==> src/rtl/router_mux4_if.sv <==
// router_mux4_if: input streams, downstream backpressure and
// the registered output stream of one router output port.
interface router_mux4_if;
   logic [3:0][63:0] D;
   logic [3:0][7:0]  DEST;
   logic [3:0]       DEST_VALID;
   logic [3:0]       D_HDR_VALID;
   logic [3:0]       D_PLD_VALID;
   logic [3:0]       D_SOF;
   logic [3:0]       D_EOF;
   logic [3:0]       Q_BP;
   logic [3:0]       D_BP;
   logic             COLLISION;
   logic [63:0]      Q;
   logic             Q_HDR_VALID;
   logic             Q_PLD_VALID;
   logic             Q_SOF;
   logic             Q_EOF;

   modport master (
      output D, DEST, DEST_VALID, D_HDR_VALID,
      output D_PLD_VALID, D_SOF, D_EOF, Q_BP,
      input  D_BP, COLLISION, Q,
      input  Q_HDR_VALID, Q_PLD_VALID, Q_SOF, Q_EOF
   );

   modport slave (
      input  D, DEST, DEST_VALID, D_HDR_VALID,
      input  D_PLD_VALID, D_SOF, D_EOF, Q_BP,
      output D_BP, COLLISION, Q,
      output Q_HDR_VALID, Q_PLD_VALID, Q_SOF, Q_EOF
   );
endinterface

==> src/rtl/router_mux4.sv <==
// router_mux4: round-robin, packet-atomic output multiplexer
// for one output port of a 4-port router.
module router_mux4 #(
   parameter int Numports = 4,
   parameter int PortNo   = 0
) (
   input logic        CLK,
   input logic        RST,
   router_mux4_if.slave bus
);

   typedef enum logic {IDLE, BUSY} state_t;

   localparam logic [7:0] PORT_ID = 8'(PortNo);

   state_t      state;
   logic [1:0]  g;
   logic [1:0]  rr;
   logic [63:0] q_r;
   logic        hdr_r;
   logic        pld_r;
   logic        sof_r;
   logic        eof_r;
   logic        col_r;

   logic [3:0]  req;
   logic [3:0]  cand;
   logic [1:0]  win;
   logic        any_cand;
   logic        multi;
   logic        other_sof;
   logic [1:0]  gsel;
   logic        gact;
   logic [3:0]  gvec;
   logic        stall;
   logic        fwd;
   logic        rel;

   // Request decode and round-robin pick among SOF candidates
   always_comb begin
      logic [1:0] idx;
      req      = '0;
      win      = rr;
      any_cand = 1'b0;
      idx      = '0;
      for (int i = 0; i < Numports; i++) begin
         req[i] = bus.DEST_VALID[i] & (bus.DEST[i] == PORT_ID);
      end
      cand = req & bus.D_SOF;
      // scan from farthest offset down so the nearest to rr wins
      for (int k = Numports - 1; k >= 0; k--) begin
         idx = rr + 2'(k);
         if (cand[idx]) begin
            win      = idx;
            any_cand = 1'b1;
         end
      end
   end

   assign multi     = |(cand & (cand - 4'd1));
   assign other_sof = |(cand & ~(4'b0001 << g));
   assign stall     = |bus.Q_BP;
   assign gsel      = (state == BUSY) ? g : win;
   // reset masks the grant so sources only see their own request
   assign gact      = RST & ((state == BUSY) | any_cand);
   assign gvec      = gact ? (4'b0001 << gsel) : 4'b0000;
   assign fwd       = gact & ~stall;
   assign rel       = (state == BUSY) & ~stall &
                      ((bus.D_EOF[g] &
                        (bus.D_HDR_VALID[g] | bus.D_PLD_VALID[g])) |
                       ~bus.DEST_VALID[g]);

   assign bus.D_BP        = req & ~(gvec & {4{~stall}});
   assign bus.Q           = q_r;
   assign bus.Q_HDR_VALID = hdr_r;
   assign bus.Q_PLD_VALID = pld_r;
   assign bus.Q_SOF       = sof_r;
   assign bus.Q_EOF       = eof_r;
   assign bus.COLLISION   = col_r;

   // Grant FSM, registered output stream and collision flag
   always_ff @(posedge CLK) begin
      if (!RST) begin
         state <= IDLE;
         g     <= '0;
         rr    <= '0;
         q_r   <= '0;
         hdr_r <= 1'b0;
         pld_r <= 1'b0;
         sof_r <= 1'b0;
         eof_r <= 1'b0;
         col_r <= 1'b0;
      end else begin
         if (fwd) begin
            q_r   <= bus.D[gsel];
            hdr_r <= bus.D_HDR_VALID[gsel];
            pld_r <= bus.D_PLD_VALID[gsel];
            sof_r <= bus.D_SOF[gsel];
            eof_r <= bus.D_EOF[gsel];
         end else begin
            hdr_r <= 1'b0;
            pld_r <= 1'b0;
            sof_r <= 1'b0;
            eof_r <= 1'b0;
         end
         col_r <= (state == IDLE) ? multi : other_sof;
         unique case (state)
            IDLE: begin
               if (any_cand) begin
                  g     <= win;
                  rr    <= win + 2'd1;
                  state <= BUSY;
               end
            end
            BUSY: begin
               if (rel) state <= IDLE;
            end
            default: state <= IDLE;
         endcase
      end
   end

endmodule

==> src/flat_wrapper.sv <==
// flat-port wrapper written by rule: the top's interface ports become plain ports
module router_mux4_flat 
#(
   parameter int Numports = 4,
   parameter int PortNo   = 0
)
  (CLK, RST, bus_D, bus_DEST, bus_DEST_VALID, bus_D_HDR_VALID, bus_D_PLD_VALID, bus_D_SOF, bus_D_EOF, bus_Q_BP, bus_D_BP, bus_COLLISION, bus_Q, bus_Q_HDR_VALID, bus_Q_PLD_VALID, bus_Q_SOF, bus_Q_EOF);
  router_mux4_if bus_i ();
  input logic CLK;
  input logic RST;
  input wire logic [$bits(bus_i.D)-1:0] bus_D;
  input wire logic [$bits(bus_i.DEST)-1:0] bus_DEST;
  input wire logic [$bits(bus_i.DEST_VALID)-1:0] bus_DEST_VALID;
  input wire logic [$bits(bus_i.D_HDR_VALID)-1:0] bus_D_HDR_VALID;
  input wire logic [$bits(bus_i.D_PLD_VALID)-1:0] bus_D_PLD_VALID;
  input wire logic [$bits(bus_i.D_SOF)-1:0] bus_D_SOF;
  input wire logic [$bits(bus_i.D_EOF)-1:0] bus_D_EOF;
  input wire logic [$bits(bus_i.Q_BP)-1:0] bus_Q_BP;
  output wire logic [$bits(bus_i.D_BP)-1:0] bus_D_BP;
  output wire logic [$bits(bus_i.COLLISION)-1:0] bus_COLLISION;
  output wire logic [$bits(bus_i.Q)-1:0] bus_Q;
  output wire logic [$bits(bus_i.Q_HDR_VALID)-1:0] bus_Q_HDR_VALID;
  output wire logic [$bits(bus_i.Q_PLD_VALID)-1:0] bus_Q_PLD_VALID;
  output wire logic [$bits(bus_i.Q_SOF)-1:0] bus_Q_SOF;
  output wire logic [$bits(bus_i.Q_EOF)-1:0] bus_Q_EOF;
  assign bus_i.D = bus_D;
  assign bus_i.DEST = bus_DEST;
  assign bus_i.DEST_VALID = bus_DEST_VALID;
  assign bus_i.D_HDR_VALID = bus_D_HDR_VALID;
  assign bus_i.D_PLD_VALID = bus_D_PLD_VALID;
  assign bus_i.D_SOF = bus_D_SOF;
  assign bus_i.D_EOF = bus_D_EOF;
  assign bus_i.Q_BP = bus_Q_BP;
  assign bus_D_BP = bus_i.D_BP;
  assign bus_COLLISION = bus_i.COLLISION;
  assign bus_Q = bus_i.Q;
  assign bus_Q_HDR_VALID = bus_i.Q_HDR_VALID;
  assign bus_Q_PLD_VALID = bus_i.Q_PLD_VALID;
  assign bus_Q_SOF = bus_i.Q_SOF;
  assign bus_Q_EOF = bus_i.Q_EOF;
  router_mux4 #(.Numports(Numports), .PortNo(PortNo)) u_core (.CLK(CLK), .RST(RST), .bus(bus_i));
endmodule
==> config.mk <==
export PLATFORM = sky130hd
export DESIGN_NAME = router_mux4_flat
export DESIGN_NICKNAME = d
export VERILOG_FILES = /design/src/rtl/router_mux4_if.sv /design/src/rtl/router_mux4.sv /design/src/flat_wrapper.sv
export SDC_FILE = /design/constraint.sdc
export NUM_CORES = 1
export LEC_CHECK = 0
export BUFFER_PORTS_ARGS = -buffer_cell sky130_fd_sc_hd__buf_2
export CORE_AREA = 2 2 150 152
export CTS_CLUSTER_SIZE = 30
export DETAILED_ROUTE_END_ITERATION = 16
export DIE_AREA = 0 0 152 154
export GPL_TIMING_DRIVEN = 0
export HOLD_SLACK_MARGIN = 0.05
export SYNTH_ARGS = -nofsm -noshare
export SYNTH_HDL_FRONTEND = slang
export SYNTH_SLANG_ARGS = --single-unit
==> constraint.sdc <==
create_clock -name CLK -period 2.9 [get_ports CLK]
set_input_delay 0.29 -clock CLK [delete_from_list [all_inputs] [get_ports CLK]]
set_output_delay 0.29 -clock CLK [all_outputs]
set_load 0.1 [all_outputs]
; ---- After elaboration in Yosys (flattened, before gate mapping)
; Index checks and enable logic that the tools add are counted.
[op_classes]
addsub = 5
n_lt_le_gt_ge = 6
n_shift = 2
n_mux = 40
bitwise_logic = 22
reduce_logical = 9
[ops]
columns = cell, count
row1 = binary-select mux 64 bit (select 2 bit), 1
row2 = two-way mux 64 bit, 1
row3 = zero test 8 bit, 4
row4 = binary-select mux 1 bit (select 2 bit), 12
row5 = AND 4 bit, 5
row6 = two-way mux 1 bit, 19
row7 = < comparator 2 x 3 -> 1 bit (second input constant), 6
row8 = OR reduction 4 bit, 3
row9 = two-way mux 2 bit, 5
row10 = AND 1 bit, 9
row11 = inverter 4 bit, 2
row12 = << shifter 1 x 2 -> 4 bit (first input constant), 2
row13 = adder 2 x 1 -> 2 bit (second input constant), 2
row14 = adder 2 bit (second input constant), 2
row15 = two-way mux 4 bit, 1
row16 = AND reduction 2 bit, 2
row17 = subtractor 4 x 1 -> 4 bit (second input constant), 1
row18 = inverter 1 bit, 3
row19 = bitwise OR 1 bit, 3
row20 = one-hot mux 1 bit (2 select lines), 1
[totals]
reg_bits = 74
inputBits = 314
out_inout_bits = 73
wordCells = 93

; ---- Logic depth before layout (Yosys ltp)
; Gate-level depths: netlist of the first run.
[depth]
depth_word = 15
ltp_mapped = 9
depth_no_buf = 7

; ---- Least setup slack after synthesis of the first run
; OpenSTA, ideal clock, no wires.
[synth_path]
path_kind = input port to output port
start = input port bus_DEST[19]
end = output port bus_D_BP[0]
t_arrival_ps = 3926
required_time_ps = 2610
path_slack_ps = -1316
path_stages = 8
n_path_buf = 1
path_cell_list = nor4_2 -> nand4_2 -> and2_1 -> o21ba_1 -> o311ai_4 -> buf_2 -> nor2_1 -> nor3_1
[synth_via]
elab_chain_len = 15
elab_cells_between_ends = 27
classes_between = shift (1) / mux (18) / bitwise (7) / reduce/logical (1)
[synth_lines]
columns = item, line_no
row1 = from (decl), flat_wrapper.sv:12  ; input wire logic [$bits(bus_i.DEST)-1:0] bus_DEST;
row2 = zero test 8 bit (*), router_mux4.sv:47  ; req[i] = bus.DEST_VALID[i] & (bus.DEST[i] == PORT_ID);
row3 = AND 1 bit (*), router_mux4.sv:47
row4 = AND 4 bit (*), router_mux4.sv:49  ; cand = req & bus.D_SOF;
row5 = binary-select mux 1 bit (select 2 bit), router_mux4.sv:53  ; if (cand[idx]) begin
row6 = two-way mux 1 bit (not written as such), router_mux4.sv:53
row7 = two-way mux 2 bit / two-way mux 1 bit (equally long branches) (4 in series), router_mux4.sv:53
row8 = two-way mux 2 bit / bitwise OR 1 bit (equally long branches), "router_mux4.sv:63, router_mux4.sv:65"
row9 = << shifter 1 x 2 -> 4 bit / AND 1 bit (equally long branches), "router_mux4.sv:66, router_mux4.sv:65"
row10 = two-way mux 4 bit (*), router_mux4.sv:66  ; assign gvec = gact ? (4'b0001 << gsel) : 4'b0000;
row11 = AND 4 bit (*), router_mux4.sv:73  ; assign bus.D_BP = req & ~(gvec & {4{~stall}});
row12 = inverter 4 bit (*), router_mux4.sv:73
row13 = AND 4 bit (*), router_mux4.sv:73
row14 = to (decl), flat_wrapper.sv:19  ; output wire logic [$bits(bus_i.D_BP)-1:0] bus_D_BP;
; Mark *: on every way between the ends. The rest lies on a longest branch, timed or not. The select of a mux whose other input is x is not followed.

; ---- Worst setup path in the final report of the first run
[layout_path]
start = input port bus_DEST[29]
end = output port bus_D_BP[0]
; Same word-level chain as after synthesis.

==> reports/metrics.csv, run 1 <==
metric;value;unit
endpoint_kind;output port;
dp_cells;1140;
n_fill_cell;2218;
place_ws;-0.768;ns
cp.buffers_inverters;3;
antenna_left;0;
cap_violations;0;
crit_path_max_incr_delay;0.46;ns
num_rows;54;
synthArstFlopShare;0;%
clk_pin_slew;0.06;ns
cellPowerDensity;336;mW/mm2
synth-edff-count;0;
fin_crit;2.84;ns
yosysSeqAreaShare;28.7;%
ir_drop;0.249;mV
use_met3;3.30;%
instances_no_fill;1173;
seqPwrFrac;37.5;%
fin_util;37.2;%
rr_endpoint;u_core.bus.Q[20]$_SDFFE_PN0P_;
status;finished, final reports clean;
critical_path_class;input pin to output port;
routedWlPerCell;17.4;um
leakagePower;0.00343;uW
grt.overflow.total;0;
path_delay_family;simple AND/OR/NAND/NOR gates;
syn_nets;788;
finalHoldViolations;0;
clkPwrFrac;47.6;%
initial_core_util;23.8;%
skew;0.00785;ns
synth_ff_type;dfxtp_1;
grt_pass1_vias;5447;
pin_count;387;
netSwitchingPower;644;uW
largest_register_ffs;64;
synth-seq-cells;74;
reg2reg_from;u_core.rr[0]$_SDFFE_PN0P_;
grt_usage;16.6;%
place_hpwl;16.3;mm
synth_cells;474;
portBuffers;386;
cts_root_buf;clkbuf_16;
drive_gt1_share;60.4;%
gr-max-usage-layer;met2;
cts_buffers;9;
fmax;0.352;GHz
p_int;2070;uW
crit_arrival;2.55;ns
syn_avg_cell_area;10.9;um2
grt_max_degree;13;
syn_to_final_growth;56.2;%
die-area;0.0234;mm2
crit_chain;buf_2 -> nor4_4 -> nand4_4 -> and2_4 -> o21ba_2 -> o311ai_4 -> buf_6 -> nor2_1 -> nor3_4 -> buf_8;
setup_viol;0;
chipWidth;152;um
layout_commonest_cell;buf_2;
use_met2;29.5;%
cp.depth;10;
drt_iter0_drc;245;
htreeDepth;3;
cts_buffer_depth;2;
required;2.61;ns
worstMarginPinSlew;0.702;ns
met1_usage;20.3;%
clk_latency;0.34;ns
hp-class;input pin to flip-flop;
worst_slack;0.0561;ns
swShare;23.7;%
firstDrtPassIters;6;
power.total;2720;uW
core_area;0.0217;mm2
drc;0;
num_vias;5448;
holdWs;0.231;ns
yosys.cell_types.count;51;
crit_path_end;bus_D_BP[0];
finalCritPeriodShare;98.1;%
cp-start-kind;input pin;
relSlewSlack;53.1;%
antenna_found_initial;1;
gp_congestion;0.850;
slew_viol_final;0;
multi_input_area;0.00337;mm2
cp-startpoint;bus_DEST[29];
final-seq-area;0.00148;mm2
ff2ff_path_depth;9;
regToRegSetupSlack;0.43;ns
die_h;154;um
combPwrFrac;14.9;%
cp_slowest_cell;o311ai_4;
cts_tree;done;
nNetsFinal;1202;
yosys.area.top_type;dfxtp_1;
clock_sinks;74;
wl;20.4;mm
yosys.area.top_type_share;28.7;%
yosys-top-cells-area;dfxtp_1 29%, mux2i_1 27%, o221ai_2 19%;
path_max_fanout;8;
synth_area;0.00517;mm2
ys.warnings.count;0;
final_cell_mix;393 x buf_2, 138 x mux2i_1, 74 x dfxtp_1;
grt_pass1_wl;30.4;mm
viasPerCell;4.64;
## area by class of cell
type	count	share of cell area (%)
timing repair buffer	403	26.0
clock inverter	5	1.29
buffer	38	5.19
clock buffer	10	2.84
antenna	1	0.0310
multi-input combinational	357	41.7
inverter	5	0.233
sequential	74	18.4
tap	280	4.34
## how the worst min path moves through the flow
stage                                  start  slack [ns]                       endpoint  cells after the start
2_1_floorplan                            RST        0.43      u_core.rr[0]$_SDFFE_PN0P_                      2
3_3_place_gp   u_core.bus.Q[20]$_SDFFE_PN0P_        0.44  u_core.bus.Q[20]$_SDFFE_PN0P_                      2
3_5_place_dp   u_core.bus.Q[49]$_SDFFE_PN0P_        0.44  u_core.bus.Q[49]$_SDFFE_PN0P_                      2
4_1_cts                                  RST        0.22      u_core.rr[0]$_SDFFE_PN0P_                      3
5_1_grt                                  RST        0.26      u_core.rr[0]$_SDFFE_PN0P_                      3
6_report                                 RST        0.23      u_core.rr[0]$_SDFFE_PN0P_                      3
## cell usage after synthesis, drive strengths merged, types with 2 or more instances
| cell | n |
|---|---|
| nor2b | 2 |
| dfxtp | 74 |
| o21ai | 6 |
| clkbuf | 10 |
| inv | 5 |
| nor3 | 5 |
| o2bb2ai | 3 |
| mux2i | 138 |
| o221ai | 64 |
| a211oi | 2 |
| mux4 | 2 |
| nand4 | 4 |
| nor2 | 12 |
| nand2 | 74 |
| buf | 28 |
| a21oi | 6 |
| nor4 | 5 |
| o2111a | 2 |
| o22ai | 4 |
| a31oi | 2 |
| nand3 | 4 |
| o41ai | 2 |
| nor3b | 3 |
## through the flow
stage / setup TNS, ns / area, um2
finish: 0 / 8070
global route: -0.00510 / 8070
CTS: -0.00736 / 7950
detailed placement: -9.62 / 7480
global placement: -11.70 / 7480
floorplan: -0.0724 / 5190
## power groups by stage
stage / Sequential, uW / Combinational, uW / Clock [uW]
after floorplan: 1040 / 139 / 0
after global placement: 1040 / 394 / 0
after detailed placement: 1040 / 400 / 0
after CTS: 1020 / 404 / 1350
after global routing: 1020 / 441 / 1380
final: 1020 / 404 / 1290
## routing by layer
layer  part of all wire, %  routed length, um
met4                   1.3                257
met2                    50              10300
met3                   6.4               1310
met1                    42               8540
met5                     0                  0
## what timing repair did
item,in CTS,in global routing
gates resized for setup,21,15
pin swaps,4,7
endpoints found under the hold margin,0,0
setup endpoints to repair,4,4
hold buffers,0,0
buffers inserted,8,9
gates cloned,0,0
## cells by family (layout without fill, tap and decap cells)
family	Yosys count	after routing	share of synthesized area [%]
compound gates	100	100	24.6
mux	140	140	27.6
fa+ha+maj	1	1	0.194
simple gates	115	115	11.0
other cells	0	1	0
buf+inv	43	461	7.70
xor+xnor	1	1	0.170
flops	74	74	28.7
## tightest hold or removal path, delay by kind of cell
family,cells,cell delay [ns]
buffers and inverters,1,0.12
AO/OA/AOI/OAI,2,0.11
Power figures use the tool's default switching activity.
==> run 2, diff against run 1 <==
--- a/config.mk
+++ b/config.mk
@@ -6,10 +6,11 @@
 export NUM_CORES = 1
 export LEC_CHECK = 0
 export BUFFER_PORTS_ARGS = -buffer_cell sky130_fd_sc_hd__buf_2
-export CORE_AREA = 2 2 150 152
+export CORE_AREA = 2 2 152 154
+export CTS_BUF_LIST = sky130_fd_sc_hd__clkbuf_4
 export CTS_CLUSTER_SIZE = 30
 export DETAILED_ROUTE_END_ITERATION = 16
-export DIE_AREA = 0 0 152 154
+export DIE_AREA = 0 0 154 156
 export GPL_TIMING_DRIVEN = 0
 export HOLD_SLACK_MARGIN = 0.05
 export SYNTH_ARGS = -nofsm -noshare
==> constraint.sdc (replaced) <==
create_clock -name CLK -period 3.5 [get_ports CLK]
set_input_delay 0.35 -clock CLK [delete_from_list [all_inputs] [get_ports CLK]]
set_output_delay 0.35 -clock CLK [all_outputs]
set_load 0.1 [all_outputs]
==> reports/metrics.csv, run 2 (synthesis results as in run 1) <==
metric;value;unit;change
relSlewSlack;22.3;%;was 53.1%
place_ws;-0.361;ns;was -0.768 ns
wl;20.0;mm;was 20.4 mm
die-area;0.0240;mm2;was 0.0234 mm2
power.total;1860;uW;was 2720 uW
skew;0.0118;ns;was 0.00785 ns
clk_latency;0.44;ns;was 0.34 ns
grt_usage;15.6;%;was 16.6%
syn_to_final_growth;48.5;%;was 56.2%
firstDrtPassIters;4;;was 6
antenna_left;0;;unchanged
rsz0062_at_grt;false;;
worst_slack;0.178;ns;was 0.0561 ns
setup_viol;0;;unchanged
cts_buffers;9;;unchanged
endpoint_kind;output port;;unchanged
finalCritPeriodShare;94.9;%;
leakagePower;0.00326;uW;was 0.00343 uW
cts_tree;done;;unchanged
ir_drop;0.156;mV;was 0.249 mV
fin_crit;3.32;ns;
dp_cells;1145;;was 1140
antenna_found_initial;1;;unchanged
chipWidth;154;um;was 152 um
required;3.15;ns;was 2.61 ns
cts_root_buf;clkbuf_4;;was clkbuf_16
seqPwrFrac;45.3;%;was 37.5%
worstMarginPinSlew;1.16;ns;was 0.702 ns
routedWlPerCell;17.1;um;was 17.4 um
gp_congestion;0.803;;was 0.850
slew_viol_final;0;;unchanged
cp-start-kind;input pin;;unchanged
hp-class;input pin to flip-flop;;unchanged
num_rows;55;;was 54
drt_iter0_drc;211;;was 245
num_vias;5352;;was 5448
crit_arrival;2.97;ns;was 2.55 ns
combPwrFrac;17.7;%;was 14.9%
critical_path_class;input pin to output port;;unchanged
clkPwrFrac;37.1;%;was 47.6%
cap_violations;0;;unchanged
grt_max_degree;13;;unchanged
drive_gt1_share;58.6;%;was 60.4%
netSwitchingPower;488;uW;was 644 uW
initial_core_util;23.1;%;was 23.8%
clock_sinks;74;;unchanged
finalHoldViolations;0;;unchanged
grt.overflow.total;0;;unchanged
place_hpwl;16.1;mm;was 16.3 mm
htreeDepth;3;;unchanged
swShare;26.2;%;was 23.7%
die_h;156;um;was 154 um
grt_pass1_vias;5167;;was 5447
clk_pin_slew;0.12;ns;was 0.06 ns
tns;0;ns;unchanged
ctsHoldBuffers;0;;unchanged
p_int;1370;uW;was 2070 uW
status;finished, final reports clean;;unchanged
portBuffers;386;;unchanged
viasPerCell;4.60;;was 4.64
pin_count;387;;unchanged
grt_pass1_wl;28.7;mm;was 30.4 mm
layout_commonest_cell;buf_2;;unchanged
path_max_fanout;10;;was 8
fmax;0.301;GHz;
cellPowerDensity;243;mW/mm2;was 336 mW/mm2
nNetsFinal;1187;;was 1202
cts_buffer_depth;2;;unchanged
instances_no_fill;1164;;was 1173
core_area;0.0224;mm2;was 0.0217 mm2
largest_register_ffs;64;;unchanged
drc;0;;unchanged
final_cell_mix;395 x buf_2, 138 x mux2i_1, 74 x dfxtp_1;;was 393 x buf_2, 138 x mux2i_1, 74 x dfxtp_1
## run 2: cell type report
class                           instances  area, um2
Clock inverter                          6        106
Fill cell                            2305      14700
Inverter                                5       18.8
Multi-Input combinational cell        357       3300
Timing Repair Buffer                  388       1950
Sequential cell                        74       1480
Clock buffer                            9       67.6
Antenna cell                            2       5.00
Tap cell                              285        357
Buffer                                 38        383
## run 2: worst paths after layout
path | start | cells after the start | slack (ns) | endpoint
min reg2reg | u_core.bus.Q[22]$_SDFFE_PN0P_ | 2 | 0.48 | u_core.bus.Q[22]$_SDFFE_PN0P_
max reg2reg | u_core.state$_SDFF_PN0_ | 6 | 0.80 | u_core.bus.Q[26]$_SDFFE_PN0P_
min | RST | 3 | 0.18 | u_core.rr[0]$_SDFFE_PN0P_
max | bus_DEST[29] | 11 | 0.18 | bus_D_BP[2]
## run 2: critical path, stage by stage
cell       delay [ns]
buf_2            0.11
nor4_4           0.37
nand4_2          0.26
a2bb2oi_1        0.25
o2bb2ai_2        0.12
a221oi_4         0.38
buf_6            0.29
buf_8            0.19
inv_2            0.06
a31oi_2          0.12
buf_2            0.45
## run 2: metrics by stage
stage	instance area, um2	util, %	hold WS [ns]
6_report	7670	34.3	0.179
3_5_place_dp	7470	33.4	0.440
5_1_grt	7670	34.3	0.157
2_1_floorplan	5180	-	0.488
3_3_place_gp	7470	33.4	0.440
4_1_cts	7660	34.2	0.108
## run 2: power groups by stage
stage / Clock [uW] / Combinational, uW / Sequential [uW]
after detailed placement: 0 / 331 / 862
after global placement: 0 / 327 / 862
after CTS: 730 / 333 / 843
after floorplan: 0 / 115 / 865
after global routing: 756 / 359 / 844
final: 691 / 329 / 843
## run 2: layer usage
metal	vias up	share of wire, %	global-route usage [%]
li1	2645	-	-
met1	2446	41	18.3
met2	248	51	28.9
met3	13	7.2	3.83
met4	0	0.81	3.16
met5	-	0	0
## run 2: what timing repair did
item	4_1_cts	5_1_grt
resized for setup	1	5
pin swaps	1	0
endpoints found under the setup margin	2	4
buffers inserted	2	0
